<file path="config.mk">
export PLATFORM = sky130hd
export DESIGN_NAME = e_digit_emitter
export DESIGN_NICKNAME = d
export VERILOG_FILES = /design/src/rtl/e_pkg.sv /design/src/rtl/e_mul10_word.sv /design/src/rtl/e_digit_emitter.sv
export SDC_FILE = /design/constraint.sdc
export NUM_CORES = 1
export LEC_CHECK = 0
export ABC_AREA = 1
export BUFFER_PORTS_ARGS = -buffer_cell sky130_fd_sc_hd__buf_2
export CAP_MARGIN = 0
export CORE_MARGIN = 2
export CORE_UTILIZATION = 29
export DETAILED_ROUTE_END_ITERATION = 8
export PLACE_DENSITY_LB_ADDON = 0.25
export SYNTH_ARGS = -nofsm -noshare
export SYNTH_HDL_FRONTEND = slang
export SYNTH_HIERARCHICAL = 1
export SYNTH_SLANG_ARGS = --single-unit
</file>
<file path="constraint.sdc">
create_clock -name clk -period 5.4 [get_ports clk]
set_input_delay 0.27 -clock clk [delete_from_list [all_inputs] [get_ports clk]]
set_output_delay 0.27 -clock clk [all_outputs]
set_load 0.02 [all_outputs]
</file>
<file path="src/rtl/e_pkg.sv">
// Shared types and constants for the e digit emitter: word width, ASCII codes
// and the emitter state encoding.
package e_pkg;

   localparam int         WORD_W     = 16;
   localparam logic [7:0] ASCII_ZERO = 8'h30;
   localparam logic [7:0] ASCII_DOT  = 8'h2E;

   typedef enum logic [2:0] {
      IDLE,
      EMIT_INT,
      EMIT_DOT,
      MUL,
      EMIT_FRAC,
      DONE
   } emit_state_t;

endpackage

</file>
<file path="src/rtl/e_mul10_word.sv">
// One word of a word-serial multiply-by-10: {carry_out, word_out} = word*10 + carry_in.
module e_mul10_word
   import e_pkg::*;
(
   input  logic [WORD_W-1:0] word,
   input  logic [3:0]        carry_in,
   output logic [WORD_W-1:0] word_out,
   output logic [3:0]        carry_out
);

   logic [19:0] p;

   // 65535*10 + 9 fits in 20 bits, so the upper nibble never exceeds 9.
   always_comb begin
      p = ({4'd0, word} * 20'd10) + {16'd0, carry_in};
   end

   assign word_out  = p[15:0];
   assign carry_out = p[19:16];

endmodule

</file>
<file path="src/rtl/e_digit_emitter.sv">
// Converts a multi-word fixed-point value to an ASCII stream "I.ffff...":
// each fraction digit is the carry out of a word-serial multiply-by-10.
module e_digit_emitter
   import e_pkg::*;
#(
   parameter int WORDS      = 32,
   parameter int FRAC_WORDS = 16,
   parameter int NUM_DIGITS = 64
) (
   input  logic                         clk,
   input  logic                         rst_n,
   input  logic                         start,
   input  logic [WORDS-1:0][WORD_W-1:0] in_data,
   output logic                         busy,
   output logic                         done,
   output logic                         int_ovf,
   output logic [7:0]                   out_char,
   output logic                         out_valid,
   input  logic                         out_ready
);

   localparam int WI_W = (FRAC_WORDS > 1) ? $clog2(FRAC_WORDS) : 1;
   localparam int DC_W = $clog2(NUM_DIGITS + 1);
   localparam logic [WI_W-1:0] WI_LAST = WI_W'(FRAC_WORDS - 1);
   localparam logic [DC_W-1:0] DC_LAST = DC_W'(NUM_DIGITS - 1);

   // Output handshake: a character transfers on a rising edge where
   // out_valid && out_ready; out_valid/out_char are registered and hold
   // until that transfer happens.

   emit_state_t                         state, state_n;
   logic [FRAC_WORDS-1:0][WORD_W-1:0]   work, work_n;
   logic [3:0]                          carry, carry_n;
   logic [WI_W-1:0]                     wi, wi_n;
   logic [DC_W-1:0]                     dcnt, dcnt_n;
   logic                                int_ovf_n;
   logic [7:0]                          out_char_n;
   logic                                out_valid_n;

   logic [WORD_W-1:0] int_word;
   logic [3:0]        int_digit;
   logic [WORD_W-1:0] mul_word;
   logic [WORD_W-1:0] mul_word_out;
   logic [3:0]        mul_carry_out;
   logic              hs;

   assign int_word  = in_data[FRAC_WORDS];
   assign int_digit = (int_word > 16'd9) ? 4'd9 : int_word[3:0];
   assign hs        = out_valid && out_ready;
   assign mul_word  = work[wi];

   e_mul10_word u_mul10 (
      .word      (mul_word),
      .carry_in  (carry),
      .word_out  (mul_word_out),
      .carry_out (mul_carry_out)
   );

   always_comb begin
      state_n     = state;
      work_n      = work;
      carry_n     = carry;
      wi_n        = wi;
      dcnt_n      = dcnt;
      int_ovf_n   = int_ovf;
      out_char_n  = out_char;
      out_valid_n = out_valid;
      case (state)
         IDLE: begin
            if (start) begin
               work_n      = in_data[FRAC_WORDS-1:0];
               int_ovf_n   = (int_word > 16'd9);
               out_char_n  = ASCII_ZERO + {4'd0, int_digit};
               out_valid_n = 1'b1;
               carry_n     = 4'd0;
               wi_n        = '0;
               dcnt_n      = '0;
               state_n     = EMIT_INT;
            end
         end
         EMIT_INT: begin
            if (hs) begin
               out_char_n = ASCII_DOT;
               state_n    = EMIT_DOT;
            end
         end
         EMIT_DOT: begin
            if (hs) begin
               out_valid_n = 1'b0;
               carry_n     = 4'd0;
               wi_n        = '0;
               state_n     = MUL;
            end
         end
         MUL: begin
            work_n[wi] = mul_word_out;
            carry_n    = mul_carry_out;
            // The carry out of the most significant fraction word is the next digit.
            if (wi == WI_LAST) begin
               out_valid_n = 1'b1;
               out_char_n  = ASCII_ZERO + {4'd0, mul_carry_out};
               state_n     = EMIT_FRAC;
            end else begin
               wi_n = wi + 1'b1;
            end
         end
         EMIT_FRAC: begin
            if (hs) begin
               out_valid_n = 1'b0;
               dcnt_n      = dcnt + 1'b1;
               if (dcnt == DC_LAST) begin
                  state_n = DONE;
               end else begin
                  carry_n = 4'd0;
                  wi_n    = '0;
                  state_n = MUL;
               end
            end
         end
         DONE: begin
            state_n = IDLE;
         end
         default: begin
            state_n = IDLE;
         end
      endcase
   end

   always_ff @(posedge clk or negedge rst_n) begin
      if (!rst_n) begin
         state     <= IDLE;
         work      <= '0;
         carry     <= 4'd0;
         wi        <= '0;
         dcnt      <= '0;
         int_ovf   <= 1'b0;
         out_char  <= 8'h00;
         out_valid <= 1'b0;
      end else begin
         state     <= state_n;
         work      <= work_n;
         carry     <= carry_n;
         wi        <= wi_n;
         dcnt      <= dcnt_n;
         int_ovf   <= int_ovf_n;
         out_char  <= out_char_n;
         out_valid <= out_valid_n;
      end
   end

   assign busy = (state != IDLE) && (state != DONE);
   assign done = (state == DONE);

endmodule
</file>
==> summary.txt, run 1 <==
die area: 64600 um^2
RSZ-0062 raised after global routing: false
max cap viols: 0
Compound-Gate Fraction of Synth Area: 17.5%
1st-pass router iterations: 7
adder-cell share of the synthesized area: 2.70%
mux cell area share after synthesis: 0%
Pwr Total: 4.87 mW
final hold vios: 0
Yosys warnings: 6
post-CTS resize count: 0
CP Capture Type: flop
CTS tree: built
Worst-Margin Slew: 1.06 ns
Routed Antenna Nets: 0
Hold Path End: work[133]$_DFFE_PN0P_
H-tree depth: 2
final-stage net count: 3438
register area share after synthesis: 38.9%
cells on worst reg2reg path: 19
Max stage delay on crit path: 0.53 ns
clock tree sinks: 282
minimum clock period: 4.81 ns
final setup vio count: 0
postcts setup bufs: 0
via count: 18200
GP Congestion: 0.907
crit start category: flop
CTS Buf Count: 37
R2R Path Start: wi[0]$_DFFE_PN0P_
I/O Buffers: 285
Synth Register Bits: 282
Max FO, Critical Path: 48
I/O pins: 528
1st-iter DRT viols: 1470
Syn Area/Cell: 6.76 um^2
Clock Latency Late Sink: 0.55 ns
total grt overflow: 0
Mapped Area: 18200 um^2
Routed WL: 73400 um
setup_tns: 0 ns
f_max: 208 MHz
Crit Path Category: reg2reg
chip width: 254 um
Starting Density: 29.4%
Slew Limit Headroom: 29.4%
Pleak: 11.4 nW
R2R setup slack: 0.59 ns
WP data arrival: 5.29 ns
CP max stage cell: fa_1
reg2reg end: work[170]$_DFFE_PN0P_
hold_buf cts: 1
Min-Delay Startpoint: in_data[133]
worst vdd ir: 0.000142 V
largest family of logic cells by synthesized area: simple AND/OR/NAND/NOR gates
clk_skew: 0.0237 ns
row count: 91
Syn Inst Count: 2685
fin crit share: 89.1%
Most common cell on crit path: nand2_1
CTS Buffer Depth: 3
HP Class: in2reg
area share of xor/xnor cells in the synthesized design: 0.854%
first-pass GRT wire length: 109000 um
Crit path required time: 5.87 ns
cell area power density: 228 nW/um^2
library cells used by synthesis: 42
Clock Root Buffer: clkbuf_16
status: finished clean
share of layout cells above drive strength 1: 15.9%
die span in y: 254 um
Final Util: 34.5%
Synth Area in Simple Gates: 30.5%
core area: 61800 um^2
post-route DRC violation count: 0
Detail Placement HPWL: 53000 um
DR WL/cell: 19.6 um
CP Cell Sequence: buf_4, a21oi_1, o21ai_0, nand2_1, nand2_1, nand4_1, ha_1, ha_1, fa_1, xor2_2, nand3_1, nor2_2, nand3_1, xnor2_1, nand2_1, buf_4, o21ai_0, nand2_1, o21ai_1
initial antenna violation count: 6
largest net degree at the start of global routing: 136
Slew Viols, Final: 0
Via-to-Cell Ratio: 4.86
vias in the first global route: 17400
Reg clk slew, reported paths: 0.06 ns
gr usage total: 22.7%
worst hold path depth: 5
area delta synth->final: 17.4%
-- state kept, by name, indices dropped and copies added, names as in the netlist --
register,count
work,256
carry,4
out_char,6
int_ovf,1
state,3
dcnt,7
out_valid,1
wi,4
-- through the flow --
step	setup WS (ns)	hold WS, ns	std cells	instance area [um^2]
after floorplan	1.23	-0.0256	2686	18200
after global placement	0.728	0.334	3681	20100
after detailed placement	0.654	0.332	3681	20100
after CTS	0.636	0.000540	3744	21300
after global routing	0.218	0.0364	3744	21300
final	0.588	0.0241	3747	21300
-- placed cells by master (no fill, tap or decap), types with 2 or more instances in the layout --
cell | netlist | routed
clkbuf_1 | 65 | 10
a21oi_1 | 77 | 77
conb_1 | 1 | 2
nand3_2 | 4 | 4
nor3_1 | 3 | 3
clkinv_2 | 2 | 7
buf_12 | 0 | 7
inv_2 | 20 | 21
clkbuf_16 | 0 | 38
clkbuf_8 | 0 | 4
fa_1 | 2 | 2
nor2_2 | 8 | 8
xnor2_1 | 6 | 6
nor2_4 | 2 | 2
buf_2 | 35 | 284
inv_1 | 199 | 198
nand3_1 | 56 | 56
nand2_1 | 1185 | 1185
or2_2 | 4 | 4
o21ai_1 | 118 | 118
diode_2 | 0 | 3
nand2_4 | 10 | 10
bufinv_16 | 0 | 3
nand4_1 | 30 | 30
buf_4 | 36 | 28
o211ai_1 | 65 | 65
ha_1 | 36 | 36
dfrtp_1 | 282 | 280
o21bai_1 | 2 | 2
nand3b_1 | 3 | 3
o21ai_2 | 12 | 12
o21ai_0 | 315 | 315
nand2_2 | 16 | 16
xor2_1 | 8 | 8
xor2_2 | 2 | 2
nor2_1 | 47 | 47
-- power breakdown --
part	internal (mW)	total (mW)	switching, mW
Combinational	0.113	0.274	0.161
Clock	1.49	2.48	0.992
Sequential	2.11	2.11	0
-- synth_stat cells, drive strengths merged --
cell | instances | area share [%]
nand3b | 3 | 0.12
buf | 97 | 3.5
fa | 2 | 0.22
dfrtp | 282 | 39
ha | 36 | 2.5
o21bai | 2 | 0.083
clkbuf | 65 | 1.3
xnor2 | 6 | 0.29
inv | 221 | 4.6
o21ai | 445 | 13
xor2 | 10 | 0.57
clkinv | 2 | 0.055
a21o | 1 | 0.041
or2 | 4 | 0.14
nor3 | 3 | 0.083
nor2 | 58 | 1.5
a21oi | 78 | 2.2
o211ai | 65 | 2.7
nand4 | 30 | 1.0
nand3 | 61 | 1.9
nand2 | 1212 | 26
and2 | 1 | 0.034
conb | 1 | 0.021
-- cell families after synthesis --
kind of cell             count (synthesis)
AO/OA/AOI/OAI                          591
adder cells (fa/ha/maj)                 38
AND/OR/NAND/NOR                       1372
XOR/XNOR                                16
buffers and inverters                  385
other                                    1
flip-flops                             282
-- critical path: cells and delay by family (launching register included) --
family                   cells  cell delay, ns
buffers and inverters        2            0.65
flip-flops                   1            0.49
adder cells (fa/ha/maj)      3            1.16
XOR/XNOR                     2            0.64
AO/OA/AOI/OAI                4            0.64
AND/OR/NAND/NOR              8            1.13
-- area by class of cell --
class | instances | area (um^2)
Fill cell | 6884 | 40500
Multi-Input combinational cell | 2019 | 9380
Sequential cell | 282 | 7060
Timing Repair Buffer | 321 | 1800
Tap cell | 837 | 1050
Clock buffer | 52 | 1040
Inverter | 223 | 850
Clock inverter | 10 | 139
Antenna cell | 3 | 7.51
-- per-layer routing --
layer  global-route usage [%]  share of wire, %  vias to the layer above
met3                     2.82               5.5                      105
met1                     32.7                48                     8554
met4                     8.15               3.5                        2
met5                        0             0.016                        -
li1                         -                 -                     8983
met2                     34.7                43                      585
-- worst max path at each step --
stage	startpoint	endpoint	slack, ns	cells after the start
2_1_floorplan	wi[0]$_DFFE_PN0P_	work[158]$_DFFE_PN0P_	1.23	25
3_3_place_gp	wi[0]$_DFFE_PN0P_	work[218]$_DFFE_PN0P_	0.73	19
3_5_place_dp	wi[0]$_DFFE_PN0P_	work[170]$_DFFE_PN0P_	0.65	19
4_1_cts	wi[0]$_DFFE_PN0P_	work[170]$_DFFE_PN0P_	0.64	19
5_1_grt	wi[0]$_DFFE_PN0P_	work[221]$_DFFE_PN0P_	0.22	24
6_report	wi[0]$_DFFE_PN0P_	work[170]$_DFFE_PN0P_	0.59	19
Note: power is estimated with default switching activity, not from simulation.
==> inputs of run 2 (changes only) <==
--- a/config.mk
+++ b/config.mk
@@ -8,9 +8,9 @@
 export ABC_AREA = 1
 export BUFFER_PORTS_ARGS = -buffer_cell sky130_fd_sc_hd__buf_2
 export CAP_MARGIN = 0
-export CORE_MARGIN = 2
-export CORE_UTILIZATION = 29
+export CORE_AREA = 2 2 206 208
 export DETAILED_ROUTE_END_ITERATION = 8
+export DIE_AREA = 0 0 208 210
 export PLACE_DENSITY_LB_ADDON = 0.25
 export SYNTH_ARGS = -nofsm -noshare
 export SYNTH_HDL_FRONTEND = slang
==> summary.txt, run 2 (synthesized netlist as in run 1, its figures left out) <==
RSZ-0062 raised after global routing: false
final-stage net count: 3433 (-0.15%)
Crit Path Category: reg2reg
worst vdd ir: 0.000181 V (+28%)
minimum clock period: 5.05 ns (+0.235 ns)
Slew Limit Headroom: 30.3% (+0.90 points)
GP Congestion: 0.944 (+4.1%)
CP Capture Type: flop
reg2reg end: work[158]$_DFFE_PN0P_
Largest register FFs: 256 (unchanged)
Pleak: 11.4 nW (-0.33%)
f_max: 198 MHz (-4.6%)
1st-pass router iterations: 6 (-1)
most heavily used metal layer in global routing: met2
Final Util: 50.3% (+16 points)
worst hold path depth: 5 (unchanged)
Routed Antenna Nets: 0 (unchanged)
die span in y: 210 um (-17%)
post-route DRC violation count: 0 (unchanged)
max cap viols: 0 (unchanged)
final hold vios: 0 (unchanged)
CP Buf/Inv Count: 3 (+1)
Largest regs: work (256), dcnt (7), out_char (6)
first-pass GRT wire length: 101000 um (-7.4%)
via count: 18800 (+3.0%)
area delta synth->final: 14.9%
chip width: 208 um (-18%)
GR Util met3: 5.69% (+2.9 points)
worst hold slack: 0.0424 ns (+0.0183 ns)
Hold Path End: work[134]$_DFFE_PN0P_
Filler cells: 4244 (-38%)
I/O pins: 528 (unchanged)
register area: 7060 um^2 (unchanged)
gr usage total: 30.1% (+7.4 points)
Max FO, Critical Path: 107 (+120%)
placed cell areas: 19700 um^2 (-2.0%)
Clock Latency Late Sink: 0.54 ns (about the same)
CP max stage cell: dfrtp_4
CTS Buf Count: 35 (-5.4%)
core area: 41500 um^2 (-33%)
HP Class: in2reg
most common cell after layout, fill and taps aside: nand2_1
cell area power density: 226 nW/um^2 (-0.99%)
row count: 75 (-18%)
1st-iter DRT viols: 2064 (+40%)
total grt overflow: 0 (unchanged)
Reg with most FFs: work
initial antenna violation count: 0 (-6)
Most common cell on crit path: nand2_1
Top delay family on crit path: simple AND/OR/NAND/NOR gates
fin crit share: 93.5% (+4.3 points)
post-route cell area: 20900 um^2 (-2.2%)
WP data arrival: 5.50 ns (+0.21 ns)
Pwr Total: 4.71 mW (-3.2%)
Min-Delay Startpoint: in_data[134]
Clock Root Buffer: clkbuf_16
multi-input combinational cell area: 9380 um^2 (unchanged)
clock tree sinks: 282 (unchanged)
clk_skew: 0.0226 ns (-0.00111 ns)
Worst-Margin Slew: 1.04 ns (-0.0135 ns)
Slew Viols, Final: 0 (unchanged)
CTS tree: built
post-route setup slack: 0.353 ns (-0.235 ns)
Starting Density: 43.8% (+14 points)
setup_tns: 0 ns (unchanged)
I/O Buffers: 285 (unchanged)
Via-to-Cell Ratio: 5.45 (+12%)
Routed WL: 66700 um (-9.1%)
R2R setup slack: 0.35 ns (-0.23 ns)
most frequent cells in the layout: nand2_1, o21ai_0, buf_2
status: finished clean
met2 Resource Use GR: 45.7% (+11 points)
Max stage delay on crit path: 0.61 ns (+0.08 ns)
final non-filler cell total: 3443 (-8.1%)
H-tree depth: 2 (unchanged)
share of layout cells above drive strength 1: 15.8% (-0.081 points)
Cells after DPL: 3380 (-8.2%)
Reg clk slew, reported paths: 0.06 ns (about the same)
cells on worst reg2reg path: 22 (+3)
crit start category: flop
final setup vio count: 0 (unchanged)
postcts setup bufs: 0 (unchanged)
R2R Path Start: wi[0]$_DFFE_PN0P_
largest net degree at the start of global routing: 119 (-13%)
vias in the first global route: 17600 (+1.2%)
die area: 43700 um^2 (-32%)
DR WL/cell: 19.4 um (-1.1%)
CTS Buffer Depth: 3 (unchanged)
Crit path required time: 5.85 ns (-0.02 ns)
Detail Placement HPWL: 47300 um (-11%)
met1 Usage GRT: 42.4% (+9.6 points)
Place WS: 0.376 ns (-0.278 ns)
CP Cell Sequence: buf_16, nand2_1, o211ai_1, nand2_1, nand2_1, nand4_1, ha_1, ha_1, fa_1, xor2_2, nand3_1, nor2_2, nand3_1, nor2_4, nand2_1, xor2_1, inv_1, nand2_1, buf_12, o21ai_0, nand2_1, o21ai_1
[run 2: report_power, final]
part	total, mW	switching [mW]	internal [mW]
clock	2.33	0.944	1.39
combinational	0.265	0.152	0.113
sequential	2.11	0	2.11
[run 2: how the worst max path moves through the flow]
stage	from	cells past startpoint	slack [ns]	endpoint
after floorplan	wi[0]$_DFFE_PN0P_	25	1.23	work[158]$_DFFE_PN0P_
after global placement	wi[0]$_DFFE_PN0P_	22	0.50	work[126]$_DFFE_PN0P_
after detailed placement	wi[0]$_DFFE_PN0P_	22	0.38	work[158]$_DFFE_PN0P_
after CTS	wi[0]$_DFFE_PN0P_	22	0.36	work[158]$_DFFE_PN0P_
after global routing	wi[0]$_DFFE_PN0P_	22	0.004	work[158]$_DFFE_PN0P_
final	wi[0]$_DFFE_PN0P_	22	0.35	work[158]$_DFFE_PN0P_
[run 2: area by class of cell]
| class | count | area share (%) |
|---|---|---|
| diodes | 1 | 0.0120 |
| clock buffers | 51 | 4.82 |
| clock inverters | 10 | 0.546 |
| inverters | 223 | 4.07 |
| multi-input cells | 2019 | 45.0 |
| flip-flops and latches | 282 | 33.9 |
| well taps | 539 | 3.23 |
| repair buffers | 318 | 8.48 |
[run 2: repair_timing]
action,CTS,global route
hold buffers,1,0
endpoints found under the setup margin,0,12
resized for setup,0,4
endpoints found under the hold margin,90,0
[run 2: worst reg2reg max path, stage by stage, from the launching register on]
cell and delay [ns]:
dfrtp_4 0.61, buf_16 0.37, nand2_1 0.15, o211ai_1 0.10, nand2_1 0.09, nand2_1 0.11, nand4_1 0.27, ha_1 0.39
ha_1 0.26, fa_1 0.53, xor2_2 0.26, nand3_1 0.14, nor2_2 0.17, nand3_1 0.17, nor2_4 0.19, nand2_1 0.09
xor2_1 0.14, inv_1 0.08, nand2_1 0.19, buf_12 0.28, o21ai_0 0.18, nand2_1 0.09, o21ai_1 0.11
[run 2: per-layer routing]
| metal | share of wire (%) | vias to the layer above |
|---|---|---|
| li1 | - | 8968 |
| met1 | 44 | 8774 |
| met2 | 43 | 897 |
| met3 | 9.3 | 132 |
| met4 | 4.0 | 0 |
| met5 | 0 | - |
